[src/rtl/toy_stq_ctrl_pkg.sv]
// Shared types for the store-queue controller: STU store payload, queue entry
// layout and drain FSM states.
package toy_stq_ctrl_pkg;

  localparam int ADDR_WIDTH    = 32;
  localparam int REG_WIDTH     = 32;
  localparam int INST_ID_W     = 8;
  localparam int LSID_W        = 4;
  localparam int STQ_DEPTH_DEF = 8;

  typedef struct packed {
    logic [ADDR_WIDTH-1:0] mem_req_addr;
    logic [REG_WIDTH-1:0]  mem_req_data;
    logic [3:0]            mem_req_strb;
    logic [INST_ID_W-1:0]  inst_id;
    logic [LSID_W-1:0]     lsid;
  } stu_pkg_t;

  typedef struct packed {
    logic [ADDR_WIDTH-1:0] mem_req_addr;
    logic [REG_WIDTH-1:0]  mem_req_data;
    logic [3:0]            mem_req_strb;
    logic [INST_ID_W-1:0]  inst_id;
    logic [LSID_W-1:0]     lsid;
  } stq_entry_t;

  typedef enum logic [1:0] {
    STQ_IDLE,
    STQ_REQ,
    STQ_WAIT_ACK
  } stq_state_e;

  function automatic stq_entry_t to_entry(input stu_pkg_t p);
    stq_entry_t e;
    e.mem_req_addr = p.mem_req_addr;
    e.mem_req_data = p.mem_req_data;
    e.mem_req_strb = p.mem_req_strb;
    e.inst_id      = p.inst_id;
    e.lsid         = p.lsid;
    return e;
  endfunction

endpackage

[src/rtl/toy_stq_ctrl_ptr.sv]
// Circular-queue pointer with wrap bit; load takes priority over increment.
module toy_stq_ctrl_ptr #(
  parameter int PTR_W = 4
) (
  input  logic             clk,
  input  logic             rst_n,
  input  logic             inc_i,
  input  logic             ld_i,
  input  logic [PTR_W-1:0] ld_val_i,
  output logic [PTR_W-1:0] ptr_o
);

  logic [PTR_W-1:0] ptr_q, ptr_d;

  always_comb begin
    ptr_d = ptr_q;
    if (ld_i) begin
      ptr_d = ld_val_i;
    end else if (inc_i) begin
      ptr_d = ptr_q + PTR_W'(1);
    end
  end

  always_ff @(posedge clk or negedge rst_n) begin
    if (!rst_n) begin
      ptr_q <= '0;
    end else begin
      ptr_q <= ptr_d;
    end
  end

  assign ptr_o = ptr_q;

endmodule

[src/rtl/toy_stq_ctrl.sv]
// Store-queue controller: buffers STU stores, commits in order, drains one write at a time.
// Optional build macro TOY_STQ_PERF_CNT_EN adds saturating perf_full_cycles / perf_drained outputs.
module toy_stq_ctrl
  import toy_stq_ctrl_pkg::*;
#(
  parameter int STQ_DEPTH = STQ_DEPTH_DEF,
  parameter int PTR_W     = $clog2(STQ_DEPTH) + 1
) (
  input  logic                  clk,
  input  logic                  rst_n,
  input  logic                  s_store_vld,
  input  stu_pkg_t              s_store_pld,
  output logic                  s_store_rdy,
  input  logic                  commit_vld,
  input  logic                  flush,
  output logic                  m_mem_req_vld,
  input  logic                  m_mem_req_rdy,
  output logic [ADDR_WIDTH-1:0] m_mem_req_addr,
  output logic [REG_WIDTH-1:0]  m_mem_req_data,
  output logic [3:0]            m_mem_req_strb,
  input  logic                  m_mem_ack_vld,
  output logic                  stq_empty,
  output logic [PTR_W-1:0]      stq_cnt
`ifdef TOY_STQ_PERF_CNT_EN
  ,
  output logic [31:0]           perf_full_cycles,
  output logic [31:0]           perf_drained
`endif
);

  localparam int IDX_W = PTR_W - 1;

  logic [PTR_W-1:0] alloc_ptr, cmt_ptr, iss_ptr, cmt_nxt, iss_nxt;
  logic             full, enq, cmt_ok, ack_ok;
  stq_state_e       state_q, state_d;
  stq_entry_t       req_q, req_d;
  stq_entry_t       mem_q [STQ_DEPTH];
  logic             unused_meta;

  assign stq_cnt     = alloc_ptr - iss_ptr;
  assign stq_empty   = (stq_cnt == '0);
  assign full        = (stq_cnt == PTR_W'(STQ_DEPTH));
  assign s_store_rdy = ~full & ~flush;
  assign enq         = s_store_vld & s_store_rdy;
  assign cmt_ok      = commit_vld & (cmt_ptr != alloc_ptr);
  assign cmt_nxt     = cmt_ptr + PTR_W'(cmt_ok);
  assign ack_ok      = (state_q == STQ_WAIT_ACK) & m_mem_ack_vld;
  assign iss_nxt     = iss_ptr + PTR_W'(1);

  // Flush rewinds the tail to the commit boundary, including a same-cycle commit.
  toy_stq_ctrl_ptr #(.PTR_W(PTR_W)) u_alloc_ptr (
    .clk(clk), .rst_n(rst_n), .inc_i(enq), .ld_i(flush), .ld_val_i(cmt_nxt), .ptr_o(alloc_ptr)
  );

  toy_stq_ctrl_ptr #(.PTR_W(PTR_W)) u_cmt_ptr (
    .clk(clk), .rst_n(rst_n), .inc_i(cmt_ok), .ld_i(1'b0), .ld_val_i('0), .ptr_o(cmt_ptr)
  );

  toy_stq_ctrl_ptr #(.PTR_W(PTR_W)) u_iss_ptr (
    .clk(clk), .rst_n(rst_n), .inc_i(ack_ok), .ld_i(1'b0), .ld_val_i('0), .ptr_o(iss_ptr)
  );

  always_ff @(posedge clk) begin
    if (enq) begin
      mem_q[alloc_ptr[IDX_W-1:0]] <= to_entry(s_store_pld);
    end
  end

  always_comb begin
    state_d = state_q;
    req_d   = req_q;
    case (state_q)
      STQ_IDLE: begin
        if (iss_ptr != cmt_ptr) begin
          req_d   = mem_q[iss_ptr[IDX_W-1:0]];
          state_d = STQ_REQ;
        end
      end
      STQ_REQ: begin
        if (m_mem_req_rdy) begin
          state_d = STQ_WAIT_ACK;
        end
      end
      STQ_WAIT_ACK: begin
        if (m_mem_ack_vld) begin
          // Chain straight into the next committed entry without an idle bubble.
          if (iss_nxt != cmt_ptr) begin
            req_d   = mem_q[iss_nxt[IDX_W-1:0]];
            state_d = STQ_REQ;
          end else begin
            state_d = STQ_IDLE;
          end
        end
      end
      default: state_d = STQ_IDLE;
    endcase
  end

  always_ff @(posedge clk or negedge rst_n) begin
    if (!rst_n) begin
      state_q <= STQ_IDLE;
      req_q   <= '0;
    end else begin
      state_q <= state_d;
      req_q   <= req_d;
    end
  end

  assign m_mem_req_vld  = (state_q == STQ_REQ);
  assign m_mem_req_addr = req_q.mem_req_addr;
  assign m_mem_req_data = req_q.mem_req_data;
  assign m_mem_req_strb = req_q.mem_req_strb;
  assign unused_meta    = ^{req_q.inst_id, req_q.lsid};

`ifdef TOY_STQ_PERF_CNT_EN
  logic [31:0] perf_full_q, perf_drained_q;

  always_ff @(posedge clk or negedge rst_n) begin
    if (!rst_n) begin
      perf_full_q    <= '0;
      perf_drained_q <= '0;
    end else begin
      if (full && s_store_vld && !(&perf_full_q)) begin
        perf_full_q <= perf_full_q + 32'd1;
      end
      if (ack_ok && !(&perf_drained_q)) begin
        perf_drained_q <= perf_drained_q + 32'd1;
      end
    end
  end

  assign perf_full_cycles = perf_full_q;
  assign perf_drained     = perf_drained_q;
`endif

  a_commit_has_entry: assert property (@(posedge clk) disable iff (!rst_n)
    commit_vld |-> (cmt_ptr != alloc_ptr));
  a_ack_when_waiting: assert property (@(posedge clk) disable iff (!rst_n)
    m_mem_ack_vld |-> (state_q == STQ_WAIT_ACK));

endmodule

[config.mk]
export PLATFORM = sky130hd
export DESIGN_NAME = toy_stq_ctrl
export DESIGN_NICKNAME = d
export VERILOG_FILES = /design/src/rtl/toy_stq_ctrl_pkg.sv /design/src/rtl/toy_stq_ctrl_ptr.sv /design/src/rtl/toy_stq_ctrl.sv
export SDC_FILE = /design/constraint.sdc
export NUM_CORES = 1
export LEC_CHECK = 0
export CAP_MARGIN = 20
export CORE_MARGIN = 1
export CORE_UTILIZATION = 45
export CTS_BUF_LIST = sky130_fd_sc_hd__clkbuf_16
export CTS_CLUSTER_SIZE = 24
export DETAILED_ROUTE_END_ITERATION = 7
export PLACE_DENSITY = 0.69
export SYNTH_ARGS = -nofsm -noshare
export SYNTH_HDL_FRONTEND = slang
export SYNTH_SLANG_ARGS = --single-unit
[constraint.sdc]
create_clock -name clk -period 30.2 [get_ports clk]
set_clock_uncertainty 0.2 [all_clocks]
set_input_delay 4.53 -clock clk [delete_from_list [all_inputs] [get_ports clk]]
set_output_delay 4.53 -clock clk [all_outputs]
set_load 0.02 [all_outputs]
==> impl_metrics.tcl, run 1 <==
set metrics [dict create \
    syn-cell-area_mm2 0.0278 \
    synthDistinctLibCells 40 \
    status "finished, final reports clean" \
    required_ns 25.47 \
    core_mm2 0.0607 \
    irDropWorstVdd_v 0.0000701 \
    hold_path.class "reg2reg" \
    antenna_found_initial 10 \
    drt-initial-drc-count 1118 \
    vias_per_cell 6.12 \
    synthArstFlopShare_pct 13.1 \
    ys.warnings.count 0 \
    synth-seq-cells 626 \
    cts.sinks 626 \
    synth-main-ff-cell "edfxtp_1" \
    io_buffers 149 \
    io_pins 162 \
    leakagePower_nw 10.4 \
    grt_pass1_vias 15300 \
    via_count 14500 \
    holdPathStages 1 \
    grt_max_degree 62 \
    numCtsBuffers 61 \
    antenna_left 0 \
    ff2ff_path_depth 7 \
    synth-edff-count 544 \
    wl_um 62400 \
    syn_inst 1388 \
    overflow 0 \
    fmax_mhz 91.1 \
    die-area_mm2 0.0627 \
    powerDensity_mw_per_mm2 102 \
    synth_commonest_cells "edfxtp_1, mux4_2, dfrtp_1, a22oi_1, mux2_2" \
    rows 90 \
    drc_errors 0 \
    place_congestion 0.714 \
    avgSynthCellArea_um2 20.0 \
    synth_area_leaders "edfxtp_1, mux4_2, dfrtp_1" \
    slew_viol_final 0 \
    period_share_pct 36.3 \
    fillers 4623 \
    layout-drive-gt1-share_pct 30.0 \
    synth_most_common_cell "edfxtp_1" \
    cts-root-buf "clkbuf_16" \
    critPathKind "in2out" \
    htreeDepth 2 \
    start_util_pct 45.7 \
    setup_violations 0 \
    routedWlPerCell_um 26.4 \
    area_growth_pct 15.4 \
    path_max_fanout 7 \
    arrival_ns 6.24 \
    rsz0062_at_grt "no" \
    dp_hpwl_um 34100 \
    track_usage_pct 20.3 \
    clk_latency_ns 0.62 \
    yosys.area.top_type "edfxtp_1" \
    synth_top_area_share_pct 58.9 \
    yosysSeqAreaShare_pct 66.3 \
    placedCellCount 2243 \
    slew_headroom_pct 27.2 \
    cts_setup_buffers 0 \
    cts_hold_buf 0 \
    hold_violations 0 \
    layout.cells.non_filler 2363 \
    path_clk_slew_ns 0.06 \
    power_w 0.00327 \
    firstDrtPassIters 5 \
    cp-start-kind "input port" \
    worst_pin_slew_ns 1.09 \
    grt_pass1_wl_um 95300 \
    die_w_um 250 \
    hold_slack_ns 0.289 \
    fin_nets 1621 \
    dieHeight_um 250 \
    cts-resized-gates 0 \
    final.setup.tns_ns 0 \
    cts_buffer_depth 3 \
    crit_path_end_kind "output port" \
    synth_nets 1484 \
    cts_tree "yes" \
    fin_crit_ns 10.97 \
    maxCapViolations 0 \
]
## metrics by stage
stage / setup slack, ns / utilization (%) / cell area, um2
after floorplan: 17.89 / - / 27800
after global placement: 19.24 / 49.5 / 30000
after detailed placement: 19.23 / 49.5 / 30000
after CTS: 19.22 / 52.7 / 32000
after global routing: 19.18 / 52.7 / 32000
final: 19.23 / 52.7 / 32000
## routing by layer
metal,vias to the layer above,share of wire [%],global-route usage (%)
li1,6198,-,-
met1,7710,41,27.1
met2,436,51,34.6
met3,96,6.1,3.77
met4,14,1.7,5.14
met5,-,0.15,0
## sequential cells by signal (all words and copies together), names as in the netlist
name / cells
u_alloc_ptr.ptr_o: 4
u_cmt_ptr.ptr_o: 4
m_mem_req_addr: 32
mem_q: 544
m_mem_req_data: 32
u_iss_ptr.ptr_o: 4
m_mem_req_strb: 4
state_q: 2
## layout by cell type, fill, tap and decap left out, drive strengths merged, types with 32 or more instances in the layout
| master | synthesis | routed |
|---|---|---|
| nand2 | 48 | 48 |
| clkbuf | 45 | 63 |
| dfrtp | 82 | 82 |
| inv | 11 | 32 |
| mux2 | 70 | 70 |
| a22oi | 78 | 78 |
| clkdlybuf4s50 | 0 | 148 |
| o22ai | 58 | 58 |
| mux4 | 272 | 272 |
| nor2 | 41 | 41 |
| edfxtp | 544 | 544 |
## area by class of cell
class | instances | area, um2 | area share (%)
clock buffers | 63 | 1580 | 4.92
repair buffers | 179 | 1730 | 5.39
multi-input cells | 646 | 8920 | 27.9
diodes | 3 | 7.51 | 0.0235
flip-flops and latches | 626 | 18400 | 57.5
clock inverters | 53 | 365 | 1.14
well taps | 782 | 978 | 3.06
inverters | 11 | 41.3 | 0.129
## where the power goes
part | internal, W | switching [W]
registers | 0.00107 | 0.000105
logic | 0.000695 | 0.000671
clock network | 0.000418 | 0.000313
total | 0.00218 | 0.00109
## path summary, 6_finish.rpt
path	from	to	slack, ns
max in group asynchronous	rst_n	u_iss_ptr.ptr_o[0]$_DFFE_PN0P_	24.93
hold reg to reg	m_mem_req_data[16]$_DFFE_PN0P_	m_mem_req_data[16]$_DFFE_PN0P_	0.29
setup / recovery	flush	s_store_rdy	19.23
min in group asynchronous	rst_n	m_mem_req_data[26]$_DFFE_PN0P_	3.79
hold / removal	m_mem_req_data[16]$_DFFE_PN0P_	m_mem_req_data[16]$_DFFE_PN0P_	0.29
setup reg to reg	u_iss_ptr.ptr_o[0]$_DFFE_PN0P_	m_mem_req_addr[18]$_DFFE_PN0P_	25.06
## worst max-delay path, cell delays in order
cell and delay, ns:
clkdlybuf4s50_1 0.48, or2_2 0.43, inv_1 0.14, clkdlybuf4s50_1 0.66
## logic make-up after synthesis
logic type	after synthesis	share of synthesized area [%]
AOI/OAI and AO/OA	151	3.85
DFF	626	66.3
adders and majority gates	9	0.433
muxes	342	24.9
and+or+nand+nor	121	1.88
buffers and inverters	116	1.91
xor gates and xnor gates	23	0.753
Note: power is estimated with default switching activity, not from simulation.
==> run 2, diff against run 1 <==
==> constraint.sdc (replaced) <==
create_clock -name clk -period 10.6 [get_ports clk]
set_clock_uncertainty 0.2 [all_clocks]
set_input_delay 1.59 -clock clk [delete_from_list [all_inputs] [get_ports clk]]
set_output_delay 1.59 -clock clk [all_outputs]
set_load 0.02 [all_outputs]
==> run 2 against run 1 <==
  * Global-route usage grew 0.27 points
  * Via count grew 1.4%
  * Wire length up 1.8%
  * Design area grew 0.51%
  * Worst hold slack improved by 0.0040 ns
  * Flip-flop and latch count unchanged
  * Power rose to 2.9 times the previous value
  * Sequential share of layout area shrank 0.29 points
  * Highest routed layer unchanged
  * Critical path type is now reg2out
  * Count of clock-buffer cells in the layout up 8
  * Largest cell class unchanged
  * Register-to-register slack worse by 19 ns
  * First-iteration DRC count grew 18%
  * Final cell count barely moved
==> impl_metrics.tcl, run 2 (same netlist as run 1, synthesis figures left out) <==
set metrics [dict create \
    status "finished, final reports clean" \
    rsz0062_at_grt "no" \
    core_mm2 0.0607 \
    path_max_fanout 42 \
    wl_um 63500 \
    io_pins 162 \
    cp_slowest_cell "dfrtp_4" \
    routedWlPerCell_um 26.9 \
    power_w 0.00949 \
    irDropWorstVdd_v 0.000252 \
    required_ns 8.81 \
    cts_buffer_depth 3 \
    antenna_left 0 \
    dieHeight_um 250 \
    cts_hold_buf 0 \
    arrival_ns 4.23 \
    fin_ws_ns 4.58 \
    drt-initial-drc-count 1319 \
    worstPathCellList "inv_1, fa_1, xor2_1, or3_1, a21oi_1, or2_2, inv_1, clkdlybuf4s50_1" \
    rows 90 \
    pwr-share-comb_pct 41.8 \
    final_common_cell "edfxtp_1" \
    slew_headroom_pct 20.7 \
    critPathKind "reg2out" \
    p_sw_w 0.00314 \
    numCtsBuffers 66 \
    placedCellCount 2242 \
    htreeDepth 3 \
    r2r_setup_slack_ns 5.62 \
    power_frac_seq_pct 34.8 \
    drc_errors 0 \
    cpMostUsedCell "inv_1" \
    antenna_found_initial 12 \
    slowest_delay_ns 1.03 \
    via_count 14700 \
    clk_latency_ns 0.58 \
    cts_tree "yes" \
    grt_pass1_vias 15500 \
    cts-resized-gates 0 \
    hold_violations 0 \
    die_w_um 250 \
    firstDrtPassIters 6 \
    vias_per_cell 6.21 \
    maxCapViolations 0 \
    cts.sinks 626 \
    grt_pass1_wl_um 95700 \
    pwr-share-clk_pct 23.4 \
    crit_path_end_kind "output port" \
    area_growth_pct 15.9 \
    path_clk_slew_ns 0.06 \
    final.setup.tns_ns 0 \
    cts_setup_buffers 0 \
    hold_slack_ns 0.293 \
    pre_cts_ws_ns 5.13 \
    fmax_mhz 166 \
    dp_hpwl_um 34100 \
    layout-drive-gt1-share_pct 29.8 \
    layout_common_cells "edfxtp_1, mux4_2, clkdlybuf4s50_1" \
    slew_viol_final 0 \
    worst_pin_slew_ns 1.19 \
    fin_nets 1624 \
    start_util_pct 45.7 \
    fin_crit_ns 6.02 \
    cts-root-buf "clkbuf_16" \
    cp-start-kind "register" \
    track_usage_pct 20.6 \
    io_buffers 149 \
    internal_power_w 0.00636 \
    powerDensity_mw_per_mm2 295 \
    die-area_mm2 0.0627 \
    hold_path.class "reg2reg" \
    setup_violations 0 \
    largest_reg_flops 544 \
    layout.cells.non_filler 2362 \
    fillers 4620 \
    period_share_pct 56.8 \
    place_congestion 0.723 \
    leakagePower_nw 10.5 \
    grt_max_degree 157 \
    overflow 0 \
    switching_share_pct 33.0 \
]
run 2: final timing paths:
path,from,to,cells after the start
worst max-delay path,u_iss_ptr.ptr_o[1]$_DFFE_PN0P_,s_store_rdy,8
worst min-delay path,m_mem_req_data[17]$_DFFE_PN0P_,m_mem_req_data[17]$_DFFE_PN0P_,1
worst max register to register,u_iss_ptr.ptr_o[1]$_DFFE_PN0P_,mem_q[7][73]$_DFFE_PP_,8
worst min register to register,m_mem_req_data[17]$_DFFE_PN0P_,m_mem_req_data[17]$_DFFE_PN0P_,1
max in group asynchronous,rst_n,u_iss_ptr.ptr_o[1]$_DFFE_PN0P_,2
min in group asynchronous,rst_n,m_mem_req_data[26]$_DFFE_PN0P_,1
run 2: per-layer routing:
layer	vias up	GRT usage [%]	share of wire (%)
met2	457	34.2	50
met4	16	7.33	2.5
met5	-	0	0.14
met1	7887	27.2	40
li1	6193	-	-
met3	110	4.06	6.6
run 2: final cells by class:
cell class / count / area (um2) / area share (%)
diodes: 4 / 10.0 / 0.0311
clock buffers: 71 / 1780 / 5.52
clock inverters: 45 / 328 / 1.02
inverters: 11 / 41.3 / 0.128
multi-input cells: 646 / 8920 / 27.7
flip-flops and latches: 626 / 18400 / 57.2
well taps: 782 / 978 / 3.04
repair buffers: 177 / 1720 / 5.36
run 2: stage by stage:
step                util, %  area (um2)
detailed placement     49.5       30100
global route           53.0       32200
CTS                    53.0       32200
floorplan                 -       27800
finish                 53.0       32200
global placement       49.5       30100
run 2: critical path: cells and delay by family (launching register included):
family / cells / cell delay, ns
flops: 1 / 1.03
buf+inv: 3 / 0.90
simple gates: 2 / 0.70
fa+ha+maj: 1 / 0.45
compound gates: 1 / 0.37
xor+xnor: 1 / 0.19
run 2: power by group through the flow:
stage                     clock [W]  combinational, W  sequential [W]
final                       0.00223           0.00397         0.00330
after global routing        0.00236           0.00425         0.00335
after CTS                   0.00228           0.00402         0.00331
after detailed placement          0           0.00401         0.00335
after global placement            0           0.00395         0.00333
after floorplan                   0           0.00281         0.00340
